**config.mk**
```make
export PLATFORM = sky130hd
export DESIGN_NAME = fc_mac_accum
export DESIGN_NICKNAME = d
export VERILOG_FILES = /design/src/rtl/fc_mac_accum_pkg.sv /design/src/rtl/fc_sat23.sv /design/src/rtl/fc_mac_accum.sv
export SDC_FILE = /design/constraint.sdc
export NUM_CORES = 1
export LEC_CHECK = 0
export CORE_MARGIN = 2
export CORE_UTILIZATION = 61
export DETAILED_ROUTE_END_ITERATION = 8
export PLACE_DENSITY = 0.82
export SETUP_SLACK_MARGIN = 0.2
export SLEW_MARGIN = 20
export SYNTH_ARGS = -nofsm -noshare
export SYNTH_HDL_FRONTEND = slang
export SYNTH_SLANG_ARGS = --single-unit
```
**constraint.sdc**
```tcl
create_clock -name clk -period 5.2 [get_ports clk]
set_input_delay 0.52 -clock clk [delete_from_list [all_inputs] [get_ports clk]]
set_output_delay 0.52 -clock clk [all_outputs]
set_load 0.02 [all_outputs]
```
**src/rtl/fc_mac_accum_pkg.sv**
```systemverilog
// Shared definitions for the fully-connected MAC accumulator and the
// downstream quantizer: mode encodings, default neuron lengths, datapath
// widths and the accumulator FSM state type.
package fc_mac_accum_pkg;

    // Layer mode encodings as carried on fc_state / acc_fc_state
    localparam logic FC1_STATE = 1'b0;
    localparam logic FC2_STATE = 1'b1;

    // Default number of MAC beats per output neuron
    localparam int FC1_LEN_DEFAULT = 400;
    localparam int FC2_LEN_DEFAULT = 120;

    // Output (post-saturation) and internal accumulator widths
    localparam int ACC_OUT_W = 23;
    localparam int ACC_INT_W = 26;

    typedef enum logic [1:0] {
        ST_IDLE,
        ST_ACC,
        ST_BIAS,
        ST_DONE
    } mac_state_t;

endpackage

```
**src/rtl/fc_sat23.sv**
```systemverilog
// Combinational signed saturator from the internal accumulator width down to
// the output width.
// Ports:
//   din  - signed ACC_INT_W-bit value
//   dout - din clamped to the signed ACC_OUT_W-bit range
module fc_sat23
    import fc_mac_accum_pkg::*;
(
    input  logic signed [ACC_INT_W-1:0] din,
    output logic signed [ACC_OUT_W-1:0] dout
);

    localparam logic signed [ACC_INT_W-1:0] SAT_MAX =
        ACC_INT_W'((64'sd1 <<< (ACC_OUT_W - 1)) - 64'sd1);
    localparam logic signed [ACC_INT_W-1:0] SAT_MIN =
        ACC_INT_W'(-(64'sd1 <<< (ACC_OUT_W - 1)));

    always_comb begin
        dout = din[ACC_OUT_W-1:0];
        if (din > SAT_MAX) begin
            dout = SAT_MAX[ACC_OUT_W-1:0];
        end else if (din < SAT_MIN) begin
            dout = SAT_MIN[ACC_OUT_W-1:0];
        end
    end

endmodule

```
**src/rtl/fc_mac_accum.sv**
```systemverilog
// Per-neuron multiply-accumulate for the FC1/FC2 layers. A start pulse
// latches mode and bias, then LEN activation/weight beats are accumulated,
// the bias is added, the sum is saturated to 23 bits and presented with a
// one-cycle acc_valid pulse.
// Ports:
//   clk, rst          - clock, asynchronous active-high reset
//   start             - begin one neuron (accepted only when idle)
//   fc_state, bias    - neuron mode and pre-scaled bias, latched on start
//   in_valid/in_ready - act/wgt handshake, ready only while accumulating
//   act, wgt          - signed 8-bit operands
//   acc_valid         - one-cycle result strobe
//   acc_data          - biased, saturated neuron sum (held until next result)
//   acc_fc_state      - mode of the neuron on acc_data
//   busy              - high whenever not idle
module fc_mac_accum
    import fc_mac_accum_pkg::*;
#(
    parameter int FC1_LEN = FC1_LEN_DEFAULT,
    parameter int FC2_LEN = FC2_LEN_DEFAULT
) (
    input  logic                        clk,
    input  logic                        rst,
    input  logic                        start,
    input  logic                        fc_state,
    input  logic signed [15:0]          bias,
    input  logic                        in_valid,
    output logic                        in_ready,
    input  logic signed [7:0]           act,
    input  logic signed [7:0]           wgt,
    output logic                        acc_valid,
    output logic signed [ACC_OUT_W-1:0] acc_data,
    output logic                        acc_fc_state,
    output logic                        busy
);

    localparam int MAX_LEN = (FC1_LEN > FC2_LEN) ? FC1_LEN : FC2_LEN;
    localparam int CNT_W   = (MAX_LEN > 1) ? $clog2(MAX_LEN) : 1;
    localparam logic [CNT_W-1:0] LAST_FC1 = CNT_W'(FC1_LEN - 1);
    localparam logic [CNT_W-1:0] LAST_FC2 = CNT_W'(FC2_LEN - 1);

    mac_state_t state_q, state_d;

    logic signed [ACC_INT_W-1:0] acc_q;
    logic        [CNT_W-1:0]     cnt_q;
    logic                        mode_q;
    logic signed [15:0]          bias_q;

    logic                        beat;
    logic                        last_beat;
    logic signed [15:0]          prod;
    logic signed [ACC_INT_W-1:0] prod_ext;
    logic signed [ACC_INT_W-1:0] bias_ext;
    logic signed [ACC_INT_W-1:0] biased;
    logic signed [ACC_OUT_W-1:0] sat_out;

    assign beat      = in_valid && (state_q == ST_ACC);
    assign last_beat = beat && (cnt_q == ((mode_q == FC2_STATE) ? LAST_FC2 : LAST_FC1));

    assign prod     = act * wgt;
    assign prod_ext = {{(ACC_INT_W - 16){prod[15]}}, prod};
    assign bias_ext = {{(ACC_INT_W - 16){bias_q[15]}}, bias_q};
    assign biased   = acc_q + bias_ext;

    fc_sat23 u_sat (
        .din  (biased),
        .dout (sat_out)
    );

    always_ff @(posedge clk or posedge rst) begin
        if (rst) begin
            state_q <= ST_IDLE;
        end else begin
            state_q <= state_d;
        end
    end

    always_comb begin
        state_d = state_q;
        case (state_q)
            ST_IDLE: if (start) state_d = ST_ACC;
            ST_ACC:  if (last_beat) state_d = ST_BIAS;
            ST_BIAS: state_d = ST_DONE;
            ST_DONE: state_d = ST_IDLE;
            default: state_d = ST_IDLE;
        endcase
    end

    always_ff @(posedge clk or posedge rst) begin
        if (rst) begin
            acc_q        <= '0;
            cnt_q        <= '0;
            mode_q       <= FC1_STATE;
            bias_q       <= '0;
            acc_data     <= '0;
            acc_fc_state <= FC1_STATE;
        end else begin
            case (state_q)
                ST_IDLE: begin
                    if (start) begin
                        acc_q  <= '0;
                        cnt_q  <= '0;
                        mode_q <= fc_state;
                        bias_q <= bias;
                    end
                end
                ST_ACC: begin
                    if (beat) begin
                        acc_q <= acc_q + prod_ext;
                        cnt_q <= cnt_q + CNT_W'(1);
                    end
                end
                ST_BIAS: begin
                    // Mode is copied alongside the data so it stays valid
                    // even after the next start relatches mode_q.
                    acc_data     <= sat_out;
                    acc_fc_state <= mode_q;
                end
                default: ;
            endcase
        end
    end

    assign acc_valid = (state_q == ST_DONE);
    assign in_ready  = (state_q == ST_ACC);
    assign busy      = (state_q != ST_IDLE);

endmodule

```
==> results of run 1 <==
timing repair:
action	in CTS	in global routing
endpoints found under the setup margin	13	12
hold buffers	0	0
pin swaps	49	66
setup buffers	10	12
resized for setup	87	77
registers in the layout, indices dropped and copies added, names as in the netlist:
| signal | flops |
|---|---|
| acc_fc_state | 1 |
| bias_q | 16 |
| cnt_q | 9 |
| acc_data | 23 |
| mode_q | 1 |
| acc_q | 26 |
| state_q | 2 |
layout make-up:
class,count,area share [%]
clock buffers,10,1.995
clock inverters,6,0.6215
inverters,113,3.773
multi-input cells,683,61.45
flip-flops and latches,78,17.01
well taps,184,2.006
repair buffers,178,13.14
metrics by stage:
step | setup TNS [ns] | cells | utilization [%] | setup slack, ns
3_5_place_dp | -7.553 | 1214 | 73.79 | -0.7577
2_1_floorplan | 0 | 897 | - | 0.1114
6_report | 0 | 1252 | 79.55 | 0.1952
4_1_cts | 0 | 1240 | 77.59 | 0.2011
5_1_grt | -0.001172 | 1252 | 79.55 | -0.001172
3_3_place_gp | -5.945 | 1214 | 73.79 | -0.6074
cells by family after synthesis:
group	after synthesis	share of synthesized area [%]
xor gates and xnor gates	48	4.706
muxes	21	2.633
DFF	78	21.85
buffers and inverters	136	5.896
adders and majority gates	202	37.62
AOI/OAI and AO/OA	201	15.50
and+or+nand+nor	211	11.79
worst max-delay path by stage:
stage / from / endpoint / cells past startpoint
detailed placement: act[7] / acc_q[25] / 20
floorplan: act[7] / acc_q[25] / 17
finish: acc_q[6] / acc_q[14] / 19
CTS: wgt[4] / acc_q[25] / 18
global placement: wgt[3] / acc_q[25] / 20
global route: acc_q[6] / acc_q[22] / 19
worst max-delay path, cell delays in order, from the launching register on:
cell	delay, ns
dfrtp_1	0.40
inv_2	0.08
fa_1	0.55
inv_1	0.06
fa_1	0.52
inv_2	0.05
fa_1	0.56
inv_2	0.04
fa_2	0.55
ha_4	0.21
ha_4	0.22
nor2b_4	0.12
o21ai_2	0.17
a21oi_2	0.10
o21bai_2	0.18
a21oi_2	0.09
o21a_1	0.20
o21a_1	0.19
or3_1	0.37
a32o_1	0.25
per-layer routing:
| metal | routed length, um | vias to the layer above |
|---|---|---|
| met5 | 0 | - |
| met3 | 684 | 73 |
| met2 | 11570 | 177 |
| met4 | 989 | 0 |
| li1 | - | 3385 |
| met1 | 8618 | 3591 |
cells in the final DEF (no fill, tap or decap), types with 5 or more instances in the layout:
cell,n
nand2_2,5
nand2_1,70
buf_4,107
xor2_1,22
and2_1,30
nand3_1,15
fa_1,100
mux2_2,20
fa_2,11
buf_6,7
nor2_1,26
xnor2_1,26
nand4_1,5
o21ai_0,28
a21oi_2,8
ha_1,61
a21oi_1,48
nor3b_1,5
and3_1,7
a21o_1,23
a22o_1,8
buf_2,7
a21boi_0,6
inv_2,12
clkbuf_16,9
o2bb2ai_1,20
inv_1,97
or3_1,7
clkdlybuf4s50_1,47
dfrtp_1,78
a31oi_1,5
ha_4,29
nor3_1,7
==> impl_metrics.prom, run 1 <==
# TYPE chip_impl_metric gauge
chip_impl_info{name="netlist.top_cell.by_area",value="fa_1"} 1
chip_impl_metric{name="max_slew_margin",unit="%"} 38.13
chip_impl_metric{name="syn-num-nets",unit=""} 1136
chip_impl_metric{name="die_width",unit="um"} 125.0
chip_impl_metric{name="syn_area_cell",unit="um2"} 9.959
chip_impl_info{name="r2r-end",value="acc_q[14]"} 1
chip_impl_metric{name="met3_global_route_usage",unit="%"} 3.937
chip_impl_metric{name="critical_path_arrival",unit="ns"} 5.23
chip_impl_metric{name="antenna-diode-count",unit=""} 0
chip_impl_metric{name="grt_start_max_net_pins",unit=""} 41
chip_impl_metric{name="port_buffers",unit=""} 63
chip_impl_info{name="cts_tree",value="yes"} 1
chip_impl_info{name="worst_hold_path_type",value="reg2reg"} 1
chip_impl_info{name="r2r-start",value="acc_q[6]"} 1
chip_impl_metric{name="postSynth.asyncResetShare",unit="%"} 100.0
chip_impl_info{name="crit_path_end_kind",value="flop"} 1
chip_impl_metric{name="timing.max_cap.violations",unit=""} 0
chip_impl_metric{name="antenna_found_initial",unit=""} 0
chip_impl_metric{name="detailedRoute.firstPassIterationCount",unit=""} 5
chip_impl_info{name="status",value="completed"} 1
chip_impl_metric{name="area_growth",unit="%"} 28.45
chip_impl_metric{name="fillCellCount",unit=""} 894
chip_impl_info{name="most_used_flip_flop_cell_after_synthesis",value="dfrtp_1"} 1
chip_impl_info{name="busiest_layer",value="met2"} 1
chip_impl_metric{name="io-pin-count",unit=""} 64
chip_impl_info{name="most_used_standard_cells_in_the_synthesized_netlist",value="111 x fa_1, 111 x inv_1, 91 x ha_1"} 1
chip_impl_metric{name="ff2ff_setup_slack",unit="ns"} 0.20
chip_impl_metric{name="sequential_cell_area",unit="um2"} 1952
chip_impl_metric{name="deepest_level_of_the_cts_h_tree",unit=""} 3
chip_impl_metric{name="postSynthCellCount",unit=""} 897
chip_impl_metric{name="post_dp_cell_area",unit="um2"} 10640
chip_impl_metric{name="dieHeight",unit="um"} 125.0
chip_impl_metric{name="proportion_of_synthesized_chip_area_in_sequential_cells",unit="%"} 21.85
chip_impl_metric{name="postLayoutCellArea",unit="um2"} 11470
chip_impl_info{name="synthTopCellsByArea",value="fa_1 25%, dfrtp_1 22%, ha_1 13%"} 1
chip_impl_metric{name="detail_route.drc_violations",unit=""} 0
chip_impl_metric{name="multi_input_comb_area",unit="um2"} 7052
chip_impl_metric{name="dp_hpwl",unit="um"} 16060
chip_impl_metric{name="finalWeightedCongestion",unit=""} 0.8794
chip_impl_metric{name="fp.dieArea",unit="um2"} 15630
chip_impl_metric{name="clockBufferDepth",unit=""} 2
chip_impl_metric{name="timing.critical_path.fanout_max",unit=""} 3
chip_impl_metric{name="timing.final.max_slew_violations",unit=""} 0
chip_impl_metric{name="synth_warnings",unit=""} 0
chip_impl_metric{name="postRouteWirelength",unit="um"} 21860
chip_impl_metric{name="synth-edff-count",unit=""} 0
chip_impl_metric{name="worstRegToRegCells",unit=""} 19
chip_impl_info{name="rsz0062_at_grt",value="yes"} 1
chip_impl_metric{name="vias_per_cell",unit=""} 5.772
chip_impl_metric{name="first_global_vias",unit=""} 7683
chip_impl_metric{name="final.setup_skew",unit="ns"} 0.006085
chip_impl_metric{name="antenna_left",unit=""} 0
chip_impl_metric{name="clkSinkCount",unit=""} 78
chip_impl_metric{name="overflow",unit=""} 0
chip_impl_metric{name="drt_first_iter_violations",unit=""} 376
chip_impl_metric{name="route.detailed.wl_per_inst",unit="um"} 17.46
chip_impl_metric{name="floorplan.initialDensity",unit="%"} 61.94
chip_impl_metric{name="hold_depth",unit=""} 1
chip_impl_metric{name="period_needed",unit="ns"} 5.005
chip_impl_metric{name="coreArea",unit="um2"} 14420
chip_impl_metric{name="achievable-frequency",unit="GHz"} 0.1998
chip_impl_info{name="critical_path_start_end_classification",value="reg2reg"} 1
chip_impl_metric{name="overall_global_routing_usage",unit="%"} 27.85
chip_impl_metric{name="setup_violations",unit=""} 0
chip_impl_metric{name="floorplan.rows",unit=""} 44
chip_impl_metric{name="grt_util_met1",unit="%"} 33.85
chip_impl_info{name="start_kind",value="flop"} 1
chip_impl_metric{name="synth-seq-cells",unit=""} 78
chip_impl_metric{name="min_period_over_period",unit="%"} 96.25
chip_impl_metric{name="finalHoldViolations",unit=""} 0
chip_impl_metric{name="cts_inserted_buffers",unit=""} 9
chip_impl_metric{name="finish.net_count",unit=""} 1302
chip_impl_metric{name="drive_gt1_share",unit="%"} 25.37
chip_impl_metric{name="hold_ws",unit="ns"} 0.4890
chip_impl_metric{name="insertion_delay",unit="ns"} 0.34
chip_impl_info{name="min-delay-start",value="acc_data[2]"} 1
chip_impl_metric{name="grt_pass1_wl",unit="um"} 35780
chip_impl_metric{name="worst-slew-pin-transition",unit="ns"} 0.9255
chip_impl_info{name="whs_endpoint",value="acc_data[2]"} 1
chip_impl_metric{name="synth.lib_cells_used.distinct",unit=""} 62
chip_impl_metric{name="synth.top_cell.area_share",unit="%"} 24.87
chip_impl_metric{name="clkSlewWorstSetupHoldPaths",unit="ns"} 0.06
chip_impl_metric{name="post_synth_instance_area",unit="um2"} 8934
chip_impl_metric{name="dr_total_vias",unit=""} 7226
chip_impl_metric{name="met2_usage",unit="%"} 50.86
chip_impl_metric{name="cp.required",unit="ns"} 5.42
chip_impl_info{name="clock_tree.root_cell",value="clkbuf_16"} 1
Power of run 1 is not shown: default switching activity piles up to over one toggle a cycle in this logic, so the estimate is an artifact.
==> run 2, diff against run 1 <==
CTS_CLUSTER_DIAMETER = 40   (was not set)
==> results of run 2 <==
Same layout as run 1: the final DEF is identical, and so are final timing and power.
Power of run 2 is left out for the same reason.
